==> src/rtl/alu_defs_pkg.sv <==
// Shared ALU definitions: ALUControl codes, MIPS opcode/funct fields and the
// decoded issue payload carried from ID to EX. The ALU imports the same codes.
package alu_defs_pkg;

  // ALUControl encodings
  localparam logic [3:0] ALU_AND     = 4'b0000;
  localparam logic [3:0] ALU_OR      = 4'b0001;
  localparam logic [3:0] ALU_ADD     = 4'b0010;
  localparam logic [3:0] ALU_NOR     = 4'b0011;
  localparam logic [3:0] ALU_XOR     = 4'b0100;
  localparam logic [3:0] ALU_SUB     = 4'b0110;
  localparam logic [3:0] ALU_SLT     = 4'b0111;
  localparam logic [3:0] ALU_JUMP    = 4'b1000;
  localparam logic [3:0] ALU_MUL     = 4'b1001;
  localparam logic [3:0] ALU_SLL     = 4'b1010;
  localparam logic [3:0] ALU_SGT     = 4'b1011;
  localparam logic [3:0] ALU_CLO_CLZ = 4'b1100;
  localparam logic [3:0] ALU_ROTR    = 4'b1101;

  // Primary opcodes
  localparam logic [5:0] OP_RTYPE    = 6'b000000;
  localparam logic [5:0] OP_SPECIAL2 = 6'b011100;
  localparam logic [5:0] OP_J        = 6'b000010;
  localparam logic [5:0] OP_JAL      = 6'b000011;
  localparam logic [5:0] OP_BEQ      = 6'b000100;
  localparam logic [5:0] OP_BNE      = 6'b000101;
  localparam logic [5:0] OP_ADDI     = 6'b001000;
  localparam logic [5:0] OP_ADDIU    = 6'b001001;
  localparam logic [5:0] OP_SLTI     = 6'b001010;
  localparam logic [5:0] OP_ANDI     = 6'b001100;
  localparam logic [5:0] OP_ORI      = 6'b001101;
  localparam logic [5:0] OP_XORI     = 6'b001110;
  localparam logic [5:0] OP_LUI      = 6'b001111;
  localparam logic [5:0] OP_LB       = 6'b100000;
  localparam logic [5:0] OP_LH       = 6'b100001;
  localparam logic [5:0] OP_LW       = 6'b100011;
  localparam logic [5:0] OP_SB       = 6'b101000;
  localparam logic [5:0] OP_SH       = 6'b101001;
  localparam logic [5:0] OP_SW       = 6'b101011;

  // R-type funct codes
  localparam logic [5:0] F_SLL       = 6'b000000;
  localparam logic [5:0] F_SRL_ROTR  = 6'b000010;
  localparam logic [5:0] F_JR        = 6'b001000;
  localparam logic [5:0] F_ADD       = 6'b100000;
  localparam logic [5:0] F_ADDU      = 6'b100001;
  localparam logic [5:0] F_SUB       = 6'b100010;
  localparam logic [5:0] F_SUBU      = 6'b100011;
  localparam logic [5:0] F_AND       = 6'b100100;
  localparam logic [5:0] F_OR        = 6'b100101;
  localparam logic [5:0] F_XOR       = 6'b100110;
  localparam logic [5:0] F_NOR       = 6'b100111;
  localparam logic [5:0] F_SLT       = 6'b101010;
  localparam logic [5:0] F_SLTU      = 6'b101011;

  // SPECIAL2 funct codes
  localparam logic [5:0] S2_MUL      = 6'b000010;
  localparam logic [5:0] S2_CLZ      = 6'b100000;
  localparam logic [5:0] S2_CLO      = 6'b100001;

  localparam int SHAMT_W_DEFAULT = 5;

  // Decoded payload stored per buffer entry (69 bits)
  typedef struct packed {
    logic        illegal;
    logic [3:0]  alu_ctrl;
    logic [31:0] a;
    logic [31:0] b;
  } issue_payload_t;

  localparam issue_payload_t ILLEGAL_PAYLOAD = '{1'b1, 4'b0000, 32'd0, 32'd0};

  function automatic issue_payload_t make_payload(input logic [3:0]  ctrl,
                                                  input logic [31:0] a,
                                                  input logic [31:0] b);
    return '{1'b0, ctrl, a, b};
  endfunction

endpackage

==> src/rtl/alu_op_decode.sv <==
// Pure combinational decode of a MIPS instruction plus register operands into
// the ALUControl code and final A/B operands.
module alu_op_decode
  import alu_defs_pkg::*;
#(
  parameter int SHAMT_W = SHAMT_W_DEFAULT
) (
  input  logic [31:0]    instr_i,
  input  logic [31:0]    rs_data_i,
  input  logic [31:0]    rt_data_i,
  output issue_payload_t payload_o
);

  logic [5:0]  opcode;
  logic [5:0]  funct;
  logic [31:0] imm_sext;
  logic [31:0] imm_zext;
  logic [31:0] shamt_zext;
  logic        unused_instr_bits;

  assign opcode     = instr_i[31:26];
  assign funct      = instr_i[5:0];
  assign imm_sext   = {{16{instr_i[15]}}, instr_i[15:0]};
  assign imm_zext   = {16'h0000, instr_i[15:0]};
  assign shamt_zext = {{(32 - SHAMT_W){1'b0}}, instr_i[6 +: SHAMT_W]};

  // Register specifiers are resolved by the register file, not here.
  assign unused_instr_bits = ^{instr_i[25:22], instr_i[20:16]};

  // Opcode/funct lookup; anything not listed falls through to the illegal payload.
  always_comb begin
    // NOTE: the default assignment first keeps every path driven, so no latch is inferred.
    payload_o = ILLEGAL_PAYLOAD;
    unique case (opcode)
      OP_RTYPE: begin
        case (funct)
          F_ADD, F_ADDU: payload_o = make_payload(ALU_ADD, rs_data_i, rt_data_i);
          F_SUB, F_SUBU: payload_o = make_payload(ALU_SUB, rs_data_i, rt_data_i);
          F_AND:         payload_o = make_payload(ALU_AND, rs_data_i, rt_data_i);
          F_OR:          payload_o = make_payload(ALU_OR,  rs_data_i, rt_data_i);
          F_XOR:         payload_o = make_payload(ALU_XOR, rs_data_i, rt_data_i);
          F_NOR:         payload_o = make_payload(ALU_NOR, rs_data_i, rt_data_i);
          F_SLT, F_SLTU: payload_o = make_payload(ALU_SLT, rs_data_i, rt_data_i);
          F_SLL:         payload_o = make_payload(ALU_SLL, rt_data_i, shamt_zext);
          F_SRL_ROTR: begin
            // Only the rotate form (R bit set) is supported; plain srl is illegal.
            if (instr_i[21]) payload_o = make_payload(ALU_ROTR, rt_data_i, shamt_zext);
          end
          F_JR:          payload_o = make_payload(ALU_JUMP, 32'd0, 32'd0);
          default:       payload_o = ILLEGAL_PAYLOAD;
        endcase
      end
      OP_SPECIAL2: begin
        case (funct)
          S2_MUL:  payload_o = make_payload(ALU_MUL,     rs_data_i, rt_data_i);
          S2_CLO:  payload_o = make_payload(ALU_CLO_CLZ, rs_data_i, 32'd1);
          S2_CLZ:  payload_o = make_payload(ALU_CLO_CLZ, rs_data_i, 32'd0);
          default: payload_o = ILLEGAL_PAYLOAD;
        endcase
      end
      OP_ADDI, OP_ADDIU,
      OP_LW, OP_SW, OP_LB, OP_LH, OP_SB, OP_SH:
                 payload_o = make_payload(ALU_ADD, rs_data_i, imm_sext);
      OP_SLTI:   payload_o = make_payload(ALU_SLT, rs_data_i, imm_sext);
      OP_ANDI:   payload_o = make_payload(ALU_AND, rs_data_i, imm_zext);
      OP_ORI:    payload_o = make_payload(ALU_OR,  rs_data_i, imm_zext);
      OP_XORI:   payload_o = make_payload(ALU_XOR, rs_data_i, imm_zext);
      OP_BEQ, OP_BNE:
                 payload_o = make_payload(ALU_SUB, rs_data_i, rt_data_i);
      OP_LUI:    payload_o = make_payload(ALU_SLL, imm_zext, 32'd16);
      OP_J, OP_JAL:
                 payload_o = make_payload(ALU_JUMP, 32'd0, 32'd0);
      default:   payload_o = ILLEGAL_PAYLOAD;
    endcase
  end

endmodule

==> src/rtl/alu_issue_stage.sv <==
// ID/EX issue stage: decodes the incoming instruction and holds the result in
// a 2-entry skid buffer behind a valid/ready handshake. Entry0 drives the
// outputs, entry1 absorbs the one extra instruction accepted during a stall.
// DEPTH documents the fixed two-entry structure; only 2 is supported.
module alu_issue_stage
  import alu_defs_pkg::*;
#(
  parameter int DEPTH   = 2,
  parameter int SHAMT_W = SHAMT_W_DEFAULT
) (
  input  logic        Clk,
  input  logic        Reset,
  input  logic        Flush,
  input  logic        InValid,
  output logic        InReady,
  input  logic [31:0] Instr,
  input  logic [31:0] RsData,
  input  logic [31:0] RtData,
  output logic        OutValid,
  input  logic        OutReady,
  output logic [3:0]  ALUControl,
  output logic [31:0] A,
  output logic [31:0] B,
  output logic        Illegal
);

  issue_payload_t dec_payload;
  issue_payload_t e0_q, e0_d, e1_q, e1_d, out_payload;
  logic           e0_valid_q, e0_valid_d;
  logic           e1_valid_q, e1_valid_d;
  logic           push, pop;

  alu_op_decode #(.SHAMT_W(SHAMT_W)) u_decode (
    .instr_i   (Instr),
    .rs_data_i (RsData),
    .rt_data_i (RtData),
    .payload_o (dec_payload)
  );

  // Ready comes straight from a flop, so it never depends on OutReady.
  assign InReady = !e1_valid_q;
  assign push    = InValid && InReady;
  assign pop     = e0_valid_q && OutReady;

  // Buffer next state: flush wins; otherwise pop shifts entry1 down, then push fills the first free slot.
  always_comb begin
    e0_valid_d = e0_valid_q;
    e1_valid_d = e1_valid_q;
    e0_d       = e0_q;
    e1_d       = e1_q;
    if (Flush) begin
      e0_valid_d = 1'b0;
      e1_valid_d = 1'b0;
    end else begin
      if (pop) begin
        e0_valid_d = e1_valid_q;
        e0_d       = e1_q;
        e1_valid_d = 1'b0;
      end
      if (push) begin
        if (!e0_valid_d) begin
          e0_valid_d = 1'b1;
          e0_d       = dec_payload;
        end else begin
          e1_valid_d = 1'b1;
          e1_d       = dec_payload;
        end
      end
    end
  end

  // Entry valid flags with synchronous reset.
  always_ff @(posedge Clk) begin
    // NOTE: sequential state uses non-blocking assignments so all flops update together.
    if (Reset) begin
      e0_valid_q <= 1'b0;
      e1_valid_q <= 1'b0;
    end else begin
      e0_valid_q <= e0_valid_d;
      e1_valid_q <= e1_valid_d;
    end
  end

  // Entry payload storage.
  always_ff @(posedge Clk) begin
    // NOTE: payload storage is not reset; the valid flags qualify it and outputs are gated below.
    e0_q <= e0_d;
    e1_q <= e1_d;
  end

  // Outputs read zero whenever entry0 is empty, which gives the reset values for free.
  assign out_payload = e0_valid_q ? e0_q : '0;
  assign OutValid    = e0_valid_q;
  assign Illegal     = out_payload.illegal;
  assign ALUControl  = out_payload.alu_ctrl;
  assign A           = out_payload.a;
  assign B           = out_payload.b;

endmodule

==> config.mk <==
export PLATFORM = sky130hd
export DESIGN_NAME = alu_issue_stage
export DESIGN_NICKNAME = d
export VERILOG_FILES = /design/src/rtl/alu_defs_pkg.sv /design/src/rtl/alu_op_decode.sv /design/src/rtl/alu_issue_stage.sv
export SDC_FILE = /design/constraint.sdc
export NUM_CORES = 1
export LEC_CHECK = 0
export BUFFER_PORTS_ARGS = -buffer_cell sky130_fd_sc_hd__buf_2
export CAP_MARGIN = 5
export CORE_ASPECT_RATIO = 0.8
export CORE_UTILIZATION = 55
export DETAILED_ROUTE_END_ITERATION = 10
export PLACE_DENSITY_LB_ADDON = 0.25
export REMOVE_ABC_BUFFERS = 1
export SYNTH_ARGS = -nofsm -noshare
export SYNTH_HDL_FRONTEND = slang
export SYNTH_SLANG_ARGS = --single-unit
==> constraint.sdc <==
create_clock -name Clk -period 9 [get_ports Clk]
set_input_delay 1.8 -clock Clk [delete_from_list [all_inputs] [get_ports Clk]]
set_output_delay 1.8 -clock Clk [all_outputs]
set_load 0.05 [all_outputs]
**Word-level counts from Yosys, hierarchy flattened**

Cells that the tools add are included.

- Flip-flop bits (word level): 140
- Input port bits: 101
- Output and inout bits: 71
- Word-level logic and storage cells: 68

- Equal/unequal tests: 30
- Mux-type cells: 14
- Bitwise operators: 1
- Reduce and logical (&&, ||, !) cells: 13

Operators by type and width:

| cell | count |
|---|---|
| $pmux 69 s10 | 2 |
| $mux 69 | 5 |
| $pmux 69 s3 | 1 |
| $eq 6x6->1 const B | 16 |
| $eq 6x4->1 const B | 8 |
| $eq 6x2->1 const B | 3 |
| $eq 6x3->1 const B | 2 |
| $logic_not 6->1 | 2 |
| $reduce_or 2->1 | 6 |
| $reduce_or 8->1 | 1 |
| $eq 6x5->1 const B | 1 |
| $mux 1 | 6 |
| $reduce_and 3->1 | 1 |
| $logic_and 1x1->1 | 2 |
| $logic_not 1->1 | 1 |
| $not 1->1 | 1 |

**Depth between registers and ports, before layout**

- Word-level depth: 6
- Gate-level depth with buffers: 9
- Depth with buffers taken out: 5

**By module**

A second synthesis with hierarchy kept.

- Cell total of the unflattened synthesis: 667
- Area, all modules: 7688.6 um^2

By module, submodules not included:

| module | instances | cells an instance | area an instance (um^2) | seq. area each (um^2) |
|---|---|---|---|---|
| alu_issue_stage | 1 | 466 | 6259.8 | 4184.0 |
| alu_op_decode | 1 | 201 | 1428.9 | 0.0 |

**Least setup slack after synthesis**

Ideal clock, no wire load.

- Path type: input to register
- From: input OutReady
- To: register e1_q[0] in the netlist's numbering, enable pin
- Setup time: 0.582 ns
- Data arrival time: 6.834 ns
- Data required time: 8.418 ns
- Slack: 1.584 ns
- Stages on the path: 4
- Buffers on the path: 1
- Cell sequence: clkbuf_1 inv_1 nand2_1 nor3_1

- Longest elaborated chain between the ends: 4

RTL lines:

| element | RTL line | RTL |
|---|---|---|
| from (decl) | alu_issue_stage.sv:20 | `input logic OutReady,` |
| $logic_and 1x1->1 | alu_issue_stage.sv:43 | `assign pop = e0_valid_q && OutReady;` |
| $mux 1 | alu_issue_stage.sv:55 | `if (pop) begin` |
| $mux 1 | alu_issue_stage.sv:51 | `if (Flush) begin` |
| $reduce_and 3->1 (no line) | - |  |
| to (signal assigned) | alu_issue_stage.sv:88 | `e1_q <= e1_d;` |
| to (decl) | alu_issue_stage.sv:28 | `issue_payload_t e0_q, e0_d, e1_q, e1_d, out_payload;` |

No other way between the ends. The select of a mux whose other input is x is not followed.
A chain may end at the register's enable or synchronous reset.

**Final worst setup path**

- From: input OutReady
- To: register e0_q[28] in the netlist's numbering, data pin

- Longest elaborated chain between the ends: 5
- Elaborated cells on any way between the ends: 6
- Classes of those cells: mux: 5; reduce/logical: 1

RTL lines:

| element | RTL line | RTL |
|---|---|---|
| $logic_and 1x1->1 (*) | alu_issue_stage.sv:43 |  |
| $mux 1 | alu_issue_stage.sv:55 |  |
| $mux 1 | alu_issue_stage.sv:51 |  |
| $mux 69 | alu_issue_stage.sv:61 | `if (!e0_valid_d) begin` |
| $mux 69 (*) | alu_issue_stage.sv:60 | `if (push) begin` |
| to (signal assigned) | alu_issue_stage.sv:87 | `e0_q <= e0_d;` |
| to (decl) | alu_issue_stage.sv:28 |  |

Every way passes the cells marked *; elsewhere a longest branch is shown, timed or not. The select of a mux whose other input is x is not followed.

==> impl_results.md <==
* Max stage delay on crit path at 770 ps
* Htree depth at 4
* Synth top area cells: edfxtp_1 (54%), and2_1 (5.9%), nand2_1 (5.3%)
* PwrDens at 178 mW/mm²
* Post-synth cell types at 57
* Cell taking the most area after synthesis: edfxtp_1
* Setup bufs post-CTS at 0
* Clk_skew at 5.54 ps
* Worst hold path class: flip-flop to flip-flop
* Share of layout cells above drive strength 1 at 0.241
* Worst EP required at 9120 ps
* Final setup TNS at 0 ps
* Clock Path Buffers at 2
* Crit. End Element: flip-flop
* Synth top area share at 0.539
* Sink Count at 140
* CTS tree: built
* Pin count of the biggest net entering global routing at 127
* Die Width at 134 µm
* Post-DP HPWL at 11.9 mm
* P_leak at 4.12 nW
* Initial antenna violation count at 0
* Design Area, Final at 0.00902 mm²
* Clock root cell: clkbuf_16
* N_diodes at 0
* Post-synthesis average cell area at 10.5 µm²
* Area post-placement at 0.00850 mm²
* Cell Area, Synth at 0.00769 mm²
* Synth async-reset ratio at 0
* Layout Cells excl Fill at 1044
* GRT Resource Usage Total at 0.287
* CP cell instances: buf_2 -> buf_4 -> inv_1 -> a21oi_4 -> buf_4 -> and2_1 -> a22oi_1
* Worst vdd ir at 0.000141 V
* Final Power at 1.60 mW
* Fill cell count at 1110
* Vias at 6416
* Final Hold Viols at 0
* Cts repair resizes at 0
* Max cap viols at 0
* Crit path top cell by count: buf_4
* Routed WL at 20.3 mm
* Final Hold Slack at 541 ps
* Final Slew Violations at 0
* Max FO, Critical Path at 76
* IO Pins at 172
* Relative slew slack at 0.224
* Max Clk Rate at 205 MHz
* Ys Warns at 0
* Yosys reg bits at 140
* Outcome: complete, no violations
* Grt ovf at 0
* Unrepaired setup endpoints after global routing: false
* Num rows at 38
* Final Critical Period at 4880 ps
* Final net count at 952
* CTS buffer count at 17
* DRT iter0 DRCs at 700
* Post-route fraction of the period consumed by the critical path at 0.543
* DIE AREA at 0.0145 mm²
* Area Overhead vs Synth at 17.4%
* EDFF count, synth at 138
* DIE HEIGHT at 108 µm
* First-pass GRT wire length at 31.7 mm
* Cells after synthesis at 731
* DR vias/cell at 6.15
* GP Congestion at 0.870
* Cts hold-fix bufs at 0
* Sequential element share of the synthesized area at 0.544
* PortBufs at 162
* Post-Place Cells at 1012
* Crit path DAT at 5000 ps
* Total core area at 0.0136 mm²
* First drt pass iteration count at 5
* Clock Latency Late Sink at 420 ps
* Drt drc at 0
* Initial core utilization at 0.565
* Slew @ Worst Pin at 1160 ps
* Critical path launch point type: input pin
* Vias in the first global route at 6188
* Clk slew on worst S/H paths at 60 ps
* Max stage delay cell, worst path: buf_4
* WS Path Type: input pin to flip-flop
* Final setup viols at 0
* ANT nets after route at 0
* Ys flop type: edfxtp_1
* Wire per inst at 19.4 µm
[layout by cell type, fill, tap and decap left out, types with 2 or more instances in the layout]
| cell | Yosys | layout |
|---|---|---|
| a21oi_1 | 26 | 25 |
| o22ai_1 | 2 | 2 |
| o21ai_0 | 37 | 37 |
| a31oi_1 | 34 | 34 |
| nor2b_1 | 4 | 4 |
| nor2_1 | 7 | 7 |
| nor3_1 | 3 | 2 |
| a211oi_1 | 36 | 36 |
| nand4_1 | 2 | 2 |
| o2bb2ai_1 | 4 | 4 |
| and2_1 | 72 | 72 |
| nand2_1 | 108 | 107 |
| mux2i_1 | 19 | 19 |
| nor3b_1 | 3 | 3 |
| buf_2 | 8 | 162 |
| a222oi_1 | 3 | 3 |
| a221oi_1 | 2 | 2 |
| a21o_1 | 17 | 17 |
| inv_1 | 13 | 12 |
| buf_4 | 6 | 8 |
| nand2b_1 | 2 | 2 |
| clkinv_2 | 0 | 4 |
| a22o_1 | 12 | 12 |
| clkinv_1 | 0 | 6 |
| nand3_1 | 20 | 20 |
| clkbuf_16 | 0 | 17 |
| a22oi_1 | 32 | 32 |
| and3_1 | 36 | 36 |
| clkbuf_1 | 47 | 3 |
| a221o_1 | 2 | 2 |
| edfxtp_1 | 138 | 138 |
[where the power goes]
part / switching [mW] / leakage, nW / internal (mW)
Sequential: 0.0194 / 1.41 / 0.755
Clock: 0.253 / 0.252 / 0.371
Combinational: 0.137 / 2.46 / 0.0699
[state kept, by name, indices dropped and copies added (netlist names)]
| register | flops |
|---|---|
| e0_q | 69 |
| e1_q | 69 |
| OutValid | 1 |
| e1_valid_q | 1 |
[per-stage QoR]
stage / setup WS, ps / util
finish: 4120 / 0.663
global route: 3940 / 0.663
CTS: 4210 / 0.663
detailed placement: 3810 / 0.625
global placement: 3920 / 0.625
floorplan: 1500 / -
[worst paths after layout]
check,from,to,slack [ps],depth (start not counted)
max reg2reg,OutValid$_SDFF_PP0_,e0_q[28]$_DFFE_PN_,5540,4
max,OutReady,e0_q[28]$_DFFE_PN_,4120,7
min,e1_valid_q$_SDFF_PP0_,e1_valid_q$_SDFF_PP0_,540,2
min reg2reg,e1_valid_q$_SDFF_PP0_,e1_valid_q$_SDFF_PP0_,540,2
[per-layer routing]
layer | global-route usage | vias to the layer above | wire length (µm)
li1 | - | 2993 | -
met1 | 0.382 | 3048 | 8360
met2 | 0.472 | 354 | 9770
met3 | 0.0650 | 21 | 1930
met4 | 0.0859 | 0 | 200
met5 | 0 | - | 0
[cell usage after synthesis, drive strengths merged (2+ instances only)]
cell     number
edfxtp      138
nand2       108
and2         72
clkbuf       49
o21ai        38
a211oi       37
and3         36
a31oi        34
a22oi        32
a21oi        27
buf          20
nand3        20
mux2i        19
a21o         17
inv          13
a22o         12
nor2          7
nor2b         4
o2bb2ai       4
a222oi        3
nor3          3
nor3b         3
a221o         2
a221oi        2
dfxtp         2
nand2b        2
nand4         2
nor4          2
o211ai        2
o21bai        2
o22ai         2
[critical path: cells and delay by family]
kind / cells / cell delay [ps]
and+or+nand+nor: 1 / 680
AOI/OAI and AO/OA: 2 / 900
buffers and inverters: 4 / 1540
[cell type report]
type	instances	area (µm²)	area share
flip-flops and latches	140	4190	0.464
repair buffers	170	871	0.0965
inverters	13	48.8	0.00541
clock inverters	12	80.1	0.00888
clock buffers	20	437	0.0484
multi-input cells	509	3170	0.352
well taps	180	225	0.0250
[logic make-up (layout without fill, tap and decap cells)]
group / Yosys count / in the layout / share of synthesized area
buffers and inverters: 82 / 215 / 0.0485
XOR/XNOR: 1 / 1 / 0.00114
AO/OA/AOI/OAI: 221 / 221 / 0.198
multiplexers: 19 / 19 / 0.0247
AND/OR/NAND/NOR: 268 / 268 / 0.183
flip-flops: 140 / 140 / 0.544
Note: power is estimated with default switching activity, not from simulation.
